==> src/rtl/mips_pkg.sv <==
// Shared types and constants for the MEM pipeline stage.
// Control-field bit positions and the data returned on a bus timeout.
package mips_pkg;

   typedef enum logic [1:0] {
      IDLE     = 2'd0,
      WAIT_GNT = 2'd1,
      WAIT_RD  = 2'd2
   } mem_state_t;

   localparam int WB_REGWRITE = 1;
   localparam int WB_MEMTOREG = 0;

   localparam int M_BRANCH   = 2;
   localparam int M_MEMREAD  = 1;
   localparam int M_MEMWRITE = 0;

   localparam logic [31:0] BUS_ERR_DATA = 32'hDEAD_BEEF;

endpackage

==> src/rtl/mem_wb_reg.sv <==
// MEM/WB pipeline register. A bubble zeroes the WB control and holds the rest;
// kill_wb loads the data fields but squashes the WB control.
module mem_wb_reg (
   input  logic        clk,
   input  logic        rst,
   input  logic        bubble,
   input  logic        kill_wb,
   input  logic        rd_en,
   input  logic [31:0] rd_data,
   input  logic [31:0] alu_result,
   input  logic [4:0]  write_reg,
   input  logic [1:0]  wb,
   output logic [31:0] W_readData,
   output logic [31:0] W_ALUresult,
   output logic [4:0]  W_writeReg,
   output logic [1:0]  W_WB
);

   always_ff @(posedge clk or negedge rst) begin
      if (!rst) begin
         W_readData  <= '0;
         W_ALUresult <= '0;
         W_writeReg  <= '0;
         W_WB        <= '0;
      end else if (bubble) begin
         W_WB <= '0;
      end else begin
         W_ALUresult <= alu_result;
         W_writeReg  <= write_reg;
         W_WB        <= kill_wb ? 2'b00 : wb;
         if (rd_en) W_readData <= rd_data;
      end
   end

endmodule

==> src/rtl/mem_access_stage.sv <==
// MEM stage: handshaked data-memory load/store, stall generation and MEM/WB register.
// Optional MISALIGN_TRAP_EN: misaligned accesses are squashed and flagged on m_misalign.
//
// state    | meaning
// IDLE     | no access outstanding; a new op requests combinationally
// WAIT_GNT | request held stable until the memory grants it
// WAIT_RD  | load granted, waiting for rvalid
module mem_access_stage
   import mips_pkg::*;
#(
   parameter int AW      = 32,
   parameter int TIMEOUT = 64
) (
   input  logic          clk,
   input  logic          rst,
   input  logic [31:0]   M_ALUresult,
   input  logic [31:0]   M_writeData,
   input  logic [4:0]    M_writeReg,
   input  logic [1:0]    M_WB,
   input  logic [2:0]    M_M,
   output logic          dmem_req,
   output logic          dmem_we,
   output logic [AW-1:0] dmem_addr,
   output logic [31:0]   dmem_wdata,
   input  logic          dmem_gnt,
   input  logic          dmem_rvalid,
   input  logic [31:0]   dmem_rdata,
   output logic          m_stall,
   output logic          m_bus_err,
`ifdef MISALIGN_TRAP_EN
   output logic          m_misalign,
`endif
   output logic [31:0]   W_readData,
   output logic [31:0]   W_ALUresult,
   output logic [4:0]    W_writeReg,
   output logic [1:0]    W_WB
);

   localparam int            TW       = (TIMEOUT > 1) ? $clog2(TIMEOUT) : 1;
   localparam logic [TW-1:0] TMO_LOAD = TW'((TIMEOUT > 0) ? TIMEOUT - 1 : 0);

   mem_state_t    state, state_nxt;
   logic [TW-1:0] tmo_cnt;
   logic          is_load, is_store, mem_op, misalign, issue;
   logic          tmo_hit, done, timed_out, req;
   logic [31:0]   rd_data;
   logic          unused_branch;

   assign unused_branch = M_M[M_BRANCH];

   // A load wins when both MemRead and MemWrite are set.
   assign is_load  = M_M[M_MEMREAD];
   assign is_store = M_M[M_MEMWRITE] & ~M_M[M_MEMREAD];
   assign mem_op   = is_load | is_store;

`ifdef MISALIGN_TRAP_EN
   assign misalign   = (state == IDLE) & mem_op & (M_ALUresult[1:0] != 2'b00);
   assign m_misalign = misalign & rst;
`else
   assign misalign   = 1'b0;
`endif

   assign issue   = mem_op & ~misalign;
   assign tmo_hit = (TIMEOUT != 0) && (tmo_cnt == '0);

   always_comb begin
      state_nxt = state;
      req       = 1'b0;
      done      = 1'b0;
      timed_out = 1'b0;
      case (state)
         IDLE: begin
            if (issue) begin
               req = 1'b1;
               if (dmem_gnt) begin
                  if (is_load) state_nxt = WAIT_RD;
                  else         done      = 1'b1;
               end else begin
                  state_nxt = WAIT_GNT;
               end
            end
         end
         WAIT_GNT: begin
            req = 1'b1;
            if (dmem_gnt) begin
               if (is_load) begin
                  state_nxt = WAIT_RD;
               end else begin
                  done      = 1'b1;
                  state_nxt = IDLE;
               end
            end else if (tmo_hit) begin
               done      = 1'b1;
               timed_out = 1'b1;
               state_nxt = IDLE;
            end
         end
         WAIT_RD: begin
            if (dmem_rvalid) begin
               done      = 1'b1;
               state_nxt = IDLE;
            end else if (tmo_hit) begin
               done      = 1'b1;
               timed_out = 1'b1;
               state_nxt = IDLE;
            end
         end
         default: state_nxt = IDLE;
      endcase
   end

   assign rd_data = timed_out ? BUS_ERR_DATA : dmem_rdata;

   // Gated by rst so the request and stall drop the moment reset asserts.
   assign dmem_req   = req & rst;
   assign dmem_we    = dmem_req & is_store;
   assign dmem_addr  = {M_ALUresult[AW-1:2], 2'b00};
   assign dmem_wdata = M_writeData;
   assign m_stall    = issue & ~done & rst;

   always_ff @(posedge clk or negedge rst) begin
      if (!rst) state <= IDLE;
      else      state <= state_nxt;
   end

   // Down-counter reloaded on every entry into a wait state.
   always_ff @(posedge clk or negedge rst) begin
      if (!rst) begin
         tmo_cnt <= '0;
      end else if ((state_nxt != IDLE) && (state_nxt != state)) begin
         tmo_cnt <= TMO_LOAD;
      end else if ((state != IDLE) && (tmo_cnt != '0)) begin
         tmo_cnt <= tmo_cnt - TW'(1);
      end
   end

   always_ff @(posedge clk or negedge rst) begin
      if (!rst)           m_bus_err <= 1'b0;
      else if (timed_out) m_bus_err <= 1'b1;
   end

   mem_wb_reg u_mem_wb_reg (
      .clk        (clk),
      .rst        (rst),
      .bubble     (m_stall),
      .kill_wb    (misalign),
      .rd_en      (is_load & ~misalign),
      .rd_data    (rd_data),
      .alu_result (M_ALUresult),
      .write_reg  (M_writeReg),
      .wb         (M_WB),
      .W_readData (W_readData),
      .W_ALUresult(W_ALUresult),
      .W_writeReg (W_writeReg),
      .W_WB       (W_WB)
   );

endmodule
==> config.mk <==
export PLATFORM = sky130hd
export DESIGN_NAME = mem_access_stage
export DESIGN_NICKNAME = d
export VERILOG_FILES = /design/src/rtl/mips_pkg.sv /design/src/rtl/mem_wb_reg.sv /design/src/rtl/mem_access_stage.sv
export SDC_FILE = /design/constraint.sdc
export NUM_CORES = 1
export LEC_CHECK = 0
export BUFFER_PORTS_ARGS = -buffer_cell sky130_fd_sc_hd__buf_4
export CAP_MARGIN = 15
export CORE_UTILIZATION = 39
export DETAILED_ROUTE_END_ITERATION = 8
export PLACE_DENSITY = 0.74
export SETUP_SLACK_MARGIN = 0.1
export SYNTH_ARGS = -nofsm -noshare
export SYNTH_HDL_FRONTEND = slang
export SYNTH_SLANG_ARGS = --single-unit
==> constraint.sdc <==
create_clock -name clk -period 2.2 [get_ports clk]
set_input_delay 0.22 -clock clk [delete_from_list [all_inputs] [get_ports clk]]
set_output_delay 0.22 -clock clk [all_outputs]
set_load 0.01 [all_outputs]
# After elaboration in Yosys (flattened, before gate mapping)
# Index checks and enable logic that the tools add are counted.
[totals]
ff_bits = 80
latchBits = 0
ramBits = 0
mem_bits_ro = 0
input_bits = 110
out_inout_bits = 139
wordCells = 53
memories = 0
[classes]
addsub = 1
mul = 0
div_mod_pow = 0
n_lt_le_gt_ge = 0
eq_ne = 3
shifts = 0
n_mux = 24
bitwise_logic = 9
reduce_logical = 9
[op_table]
columns = ["cell", "count"]
rows = [
  ["$mux 32", 1],
  ["$mux 2", 8],
  ["$mux 6", 2],
  ["$mux 1", 9],
  ["$logic_not 6->1", 1],
  ["$pmux 2 s3", 1],
  ["$reduce_bool 2->1", 3],
  ["$reduce_bool 6->1", 1],
  ["$sub 6x1->6 const B", 1],
  ["$and 1x1->1", 5],
  ["$pmux 1 s2", 2],
  ["$not 1->1", 3],
  ["$pmux 1 s3", 1],
  ["$eq 2x1->1 const B", 1],
  ["$eq 2x2->1 const B", 1],
  ["$logic_and 1x1->1", 2],
  ["$logic_not 2->1", 1],
  ["$ne 2x2->1", 1],
  ["$reduce_and 2->1", 1],
  ["$or 1x1->1", 1],
]

# Depth between registers and ports, before layout
[logic_depth]
depth_word = 10
ltp_mapped = 9
depth_no_buf = 7

# Hierarchy
# A second synthesis with hierarchy kept.
[hier_totals]
cells_unflattened = 329
hier_area_um2 = 4199.0
[modules_own_cells]
columns = ["mod", "instances", "cells_per_inst", "area_per_inst_um2", "seq_area_each_um2"]
rows = [
  ["mem_wb_reg", 1, 151, 2751.4, 1776.7],
  ["mem_access_stage", 1, 178, 1447.6, 225.2],
]

# Least setup slack after synthesis
# OpenSTA, ideal clock, no wires.
[synth_timing]
kind = "register -> register"
start = "register state[0]"
end = "register u_mem_wb_reg.W_readData[23]"
setup_ns = 0.128
arrival_ns = 2.004
required_time_ns = 2.072
setup_slack_ns = 0.068
stages_incl_launch_ff = 10
n_path_buf = 2
period_less_slack_ns = 2.132
cell_sequence = "dfrtp_1 -> inv_1 -> ha_1 -> clkbuf_1 -> a21oi_1 -> a2bb2oi_1 -> a21oi_1 -> o21ai_2 -> buf_2 -> mux2_1"
[synth_via]
elab_chain_len = 7
elab_cells_between_ends = 11
classes_between = "eq/ne (2); mux (3); bitwise (4); reduce/logical (2)"
[synth_rtl]
columns = ["element", "line", "source"]
rows = [
  ["from (decl)", "mem_access_stage.sv:42", "mem_state_t state, state_nxt;"],
  ["from (signal assigned)", "mem_access_stage.sv:123", "else state <= state_nxt;"],
  ["$eq 2x2->1, or another cell as far along", "mem_access_stage.sv:71", "case (state)"],
  ["$pmux 1 s3", "mem_access_stage.sv:71", ""],
  ["$not 1->1", "mem_access_stage.sv:119", "assign m_stall = issue & ~done & rst;"],
  ["$and 1x1->1 (2 in series)", "mem_access_stage.sv:119", ""],
  ["$not 1->1 (no source line)", "-", ""],
  ["$reduce_and 2->1 (no source line)", "-", ""],
  ["to (signal assigned)", "mem_wb_reg.sv:31", "if (rd_en) W_readData <= rd_data;"],
  ["to (decl)", "mem_wb_reg.sv:13", "output logic [31:0] W_readData,"],
]
# Several ways; a longest one is shown, not always the timed one.
# A chain may end at the register's enable or synchronous reset.

# Final worst setup path
[layout_timing]
start = "register tmo_cnt[1]"
end = "register u_mem_wb_reg.W_ALUresult[20]"
[layout_via]
elab_chain_len = 7
elab_cells_between_ends = 8
classes_between = "mux (4); bitwise (3); reduce/logical (1)"
[layout_rtl]
columns = ["element", "line", "source"]
rows = [
  ["from (decl)", "mem_access_stage.sv:43", "logic [TW-1:0] tmo_cnt;"],
  ["from (signal assigned)", "mem_access_stage.sv:133", "tmo_cnt <= tmo_cnt - TW'(1);"],
  ["$logic_not 6->1 *", "mem_access_stage.sv:64", "assign tmo_hit = (TIMEOUT != 0) && (tmo_cnt == '0);"],
  ["$mux 1 *", "mem_access_stage.sv:92, mem_access_stage.sv:102", ""],
  ["$mux 1 (on tied branches)", "mem_access_stage.sv:99, mem_access_stage.sv:85", ""],
  ["$pmux 1 s3 *", "mem_access_stage.sv:71", ""],
  ["$not 1->1 *", "mem_access_stage.sv:119", ""],
  ["$and 1x1->1 * (2 in series)", "mem_access_stage.sv:119", ""],
  ["to (signal assigned)", "mem_wb_reg.sv:28", "W_ALUresult <= alu_result;"],
  ["to (decl)", "mem_wb_reg.sv:14", "output logic [31:0] W_ALUresult,"],
]
# Mark *: on every way between the ends. The rest lies on a longest branch, timed or not.

==> results <==
- The flow ran to the end, and the final reports show no timing, DRC or antenna violations.
- For the pin with the worst max-slew slack, the measured transition is approximately 0.73 ns.
- The number of nets with antenna violations after routing is 0.
- The final wirelength is ~10000 um.
- The simple-gate share of the synthesized area is between 9 and 10%.
- The accumulated negative setup slack is 0 ns.
- Detailed placement finished with a half-perimeter wire length of between 6000 and 7000 um.
- The share of the core filled with cells is approximately three fifths.
- The hold violation total from the final report came to 0.
- For this run, the top clock speed supported by timing is between 400 and 500 MHz.
- Of all cell types, the one taking the most synthesized area is sky130_fd_sc_hd__dfrtp_1.
- The first-pass iteration count of the detailed router is 4.
- The ratio of cells with drive above 1 in the final layout is roughly 64%.
- Setup repair after global routing could not meet its margin everywhere.
- After routing the design area is about 0.0058 mm2.
- The first global-routing pass estimated between 15000 and 20000 um of wire.
- Across the whole layout, storage elements account for 0.00200 mm2.
- The post-synthesis adder-cell area fraction is ~1.6%.
- The warning count from the yosys run is 0.
- The total overflow left after global routing is 0.
- VDD sags by at most ~0.45 mV.
- The total power density per cell area is a little over 900 mW/mm2.
- The post-detailed-placement cell area is 0.00514 mm2.
- The area share of the leading cell type in the synthesized netlist is 49.7%.
- From synthesis to final layout, the design area changed by 43.4%.
- Global routing used between 15 and 20% of the available tracks across all layers.
- Across the routed clock network, the largest skew measured is around 0.015 ns.
- The CTS tree is built.
- The clock sink total is 80.
- The synthesized netlist devotes less than 1% of its cell area to XOR and XNOR gates.
- The net count of the finished layout is 603.
- The min-delay analysis places its worst path in the category in -> reg.
- The core region is about 0.0099 mm2.
- The top fanout value on the critical path is 5.
- The die covers roughly 0.011 mm2.
- The total setup violations reported at the end of the flow is 0.
- The most common cell in the synthesized netlist is sky130_fd_sc_hd__dfrtp_1.
- The headroom to the max-slew limit is about 50%.
- The post-route worst hold slack is 0.0908 ns.
- Summing all multi-input logic gate instances after layout gives 0.00158 mm2.
- The average wire per cell in the routed design is 16.2 um.
- The clock buffer count from CTS is 9.
- In the routed design, unresolved DRC markers number 0.
- The count of unique library cells instantiated by Yosys is 41.
- The worst setup path is launched from a flip-flop.
- The cell leakage power is approximately 2.8 nW.
- 0 antenna diodes ended up in the layout.
- The final standard cell count with taps included and fillers excluded is approximately 630.
- The buffer levels on the longest clock path is 2.
- The number of global-route vias before repair is around 3000.
- For the worst-skew pair, the clock arrives at the later sink with an insertion delay of roughly 0.35 ns.
- The sequential element share of the synthesized area is around half.
- The final count of pins violating max slew is 0.
- The smallest clock period supported by the final layout is computed as ~2.2 ns.
- The number of core rows is 36.
- From bottom edge to top edge, the die measures slightly above 100 um.
- Summing the areas of all compound-gate instances in the mapped netlist gives 5.13% of the synthesized area.
- In the synthesized netlist the dominant register cell turns out to be sky130_fd_sc_hd__dfrtp_1.
- The number of antenna violations at the first check in global routing is 0.
- The number of enable flip-flop cells after synthesis is 0.
- The commonest cells after synthesis are sky130_fd_sc_hd__dfrtp_1 (80), sky130_fd_sc_hd__buf_4 (64), sky130_fd_sc_hd__mux2_2 (54).
- A synthesized cell averages 12.0 um2.
- The horizontal extent of the die is 104 um.
- The cell area that synthesis handed to floorplanning was between 0.004 and 0.005 mm2.
- Entering global routing, the biggest net connects 57 pins.
- In the post-route analysis, the smallest setup slack over all paths is ~0.035 ns.
- The post-synthesis instance total is 336.
- Clock-pin slew was measured on the worst setup and hold paths at roughly 0.090 ns.
- Data on the critical path is required at its endpoint by around 2.4 ns.
- After filler insertion, the fill cell instance count of the layout stands at approximately 840.
- The cell at the root of the clock tree is sky130_fd_sc_hd__clkbuf_8.
- The design draws roughly 5.4 mW.
- The first routing iteration left 82 violations.
- The post-detailed-route via-to-cell ratio is between 4 and 5.
- The share of flip-flops with an asynchronous set or reset is 100%.
- The cell total after placement is 587.
- The data arrival time of the critical path is around 2.4 ns.
- For this configuration, the core starts out at a cell density of 40.6%.
- Across all layers, the routed design uses 3009 vias.
- The worst setup path is of the reg -> reg kind.
- The last weighted congestion value of the routability-driven placer is just over 0.8.
- The mux share of post-synthesis cell area is between 10% and 20%.
- around 250 I/O pins were placed.
- Synthesis inferred 80 register bits.
- By area, the combinational part of the netlist is dominated by multiplexers.
- Timing analysis after detailed placement gives a worst setup slack of -0.0645 ns.
- Sorting the synthesized cells by area gives the leading types as sky130_fd_sc_hd__dfrtp_1 (50%), sky130_fd_sc_hd__mux2_2 (15%), sky130_fd_sc_hd__buf_4 (12%).
- The worst setup path is captured at a flip-flop.
- Dividing the final minimum period by the clock period gives ~98%.
- The quantity of I/O buffers inserted on ports is ~180.
- The max-cap check violation count is 0.
- The H-tree depth is 3.
path summary, 6_finish.rpt:
check,cells after the start,endpoint,slack [ns],from
worst max-delay path,10,u_mem_wb_reg.W_ALUresult[20],0.03,tmo_cnt[1]
worst min-delay path,2,u_mem_wb_reg.W_WB[1],0.09,M_WB[1]
worst max register to register,10,u_mem_wb_reg.W_ALUresult[20],0.03,tmo_cnt[1]
worst min register to register,1,m_bus_err,0.51,m_bus_err
max in group asynchronous,3,tmo_cnt[4],0.83,rst
min in group asynchronous,2,u_mem_wb_reg.W_ALUresult[12],0.31,rst
critical path, stage by stage (launching register included):
cell                       delay [ns]
sky130_fd_sc_hd__dfrtp_1         0.39
sky130_fd_sc_hd__inv_1           0.06
sky130_fd_sc_hd__ha_2            0.18
sky130_fd_sc_hd__nor3b_4         0.24
sky130_fd_sc_hd__o211ai_1        0.15
sky130_fd_sc_hd__a21oi_2         0.24
sky130_fd_sc_hd__nor2_4          0.08
sky130_fd_sc_hd__buf_12          0.15
sky130_fd_sc_hd__buf_8           0.13
sky130_fd_sc_hd__buf_16          0.14
sky130_fd_sc_hd__mux2_4          0.29
metal layers:
layer,track usage [%],routed length [um]
met5,0,0
met4,7.25,215
met1,20.3,3990
met3,4.47,702
met2,32.3,5250
kinds of logic after synthesis:
logic type               Yosys count
buffers and inverters             90
flip-flops                        80
multiplexers                      69
AND/OR/NAND/NOR                   61
AO/OA/AOI/OAI                     27
adder cells (fa/ha/maj)            5
XOR/XNOR                           3
other                              1
sequential cells by signal, indices dropped and copies added (netlist names):
| signal | count |
|---|---|
| u_mem_wb_reg.W_readData | 32 |
| state | 2 |
| m_bus_err | 1 |
| u_mem_wb_reg.W_writeReg | 5 |
| u_mem_wb_reg.W_ALUresult | 32 |
| tmo_cnt | 6 |
| u_mem_wb_reg.W_WB | 2 |
cell type report:
class | instances | share of cell area [%]
Clock buffer | 9 | 2.15
Clock inverter | 7 | 0.976
Inverter | 14 | 0.954
Multi-Input combinational cell | 167 | 27.4
Sequential cell | 80 | 34.7
Tap cell | 133 | 2.88
Timing Repair Buffer | 216 | 31.0
power breakdown:
part           switching, mW  internal (mW)
Clock                  0.584          0.420
Combinational          0.980           1.33
Sequential             0.214           1.82
Total                   1.78           3.58
cells in the final DEF, fill, tap and decap left out, types with 2 or more instances in the layout:
cell type | netlist | routed
sky130_fd_sc_hd__nor3_1 | 2 | 2
sky130_fd_sc_hd__o21ai_0 | 8 | 8
sky130_fd_sc_hd__nand2_1 | 13 | 13
sky130_fd_sc_hd__inv_1 | 14 | 12
sky130_fd_sc_hd__nor2_1 | 3 | 2
sky130_fd_sc_hd__nor2b_4 | 0 | 2
sky130_fd_sc_hd__nand2b_1 | 25 | 25
sky130_fd_sc_hd__a21oi_1 | 7 | 5
sky130_fd_sc_hd__mux2i_1 | 8 | 8
sky130_fd_sc_hd__nand3_1 | 3 | 3
sky130_fd_sc_hd__buf_16 | 0 | 2
sky130_fd_sc_hd__or2b_1 | 2 | 2
sky130_fd_sc_hd__ha_2 | 0 | 2
sky130_fd_sc_hd__a21oi_2 | 0 | 2
sky130_fd_sc_hd__mux2_2 | 54 | 53
sky130_fd_sc_hd__buf_4 | 64 | 199
sky130_fd_sc_hd__xor2_1 | 2 | 2
sky130_fd_sc_hd__nor2b_1 | 6 | 3
sky130_fd_sc_hd__clkbuf_8 | 0 | 9
sky130_fd_sc_hd__clkbuf_16 | 0 | 3
sky130_fd_sc_hd__clkinv_4 | 0 | 4
sky130_fd_sc_hd__buf_6 | 1 | 7
sky130_fd_sc_hd__dfrtp_1 | 80 | 79
sky130_fd_sc_hd__mux2_4 | 0 | 8
sky130_fd_sc_hd__ha_4 | 0 | 3
sky130_fd_sc_hd__buf_12 | 0 | 3
sky130_fd_sc_hd__conb_1 | 1 | 2
repair_timing:
item | CTS | global route
endpoints found under the hold margin | 24 | 0
cloned | 2 | 4
hold buffers | 1 | 0
setup buffers | 6 | 12
resized for setup | 17 | 26
pin swaps | 6 | 6
endpoints found under the setup margin | 69 | 74
Note: power is estimated with default switching activity, not from simulation.
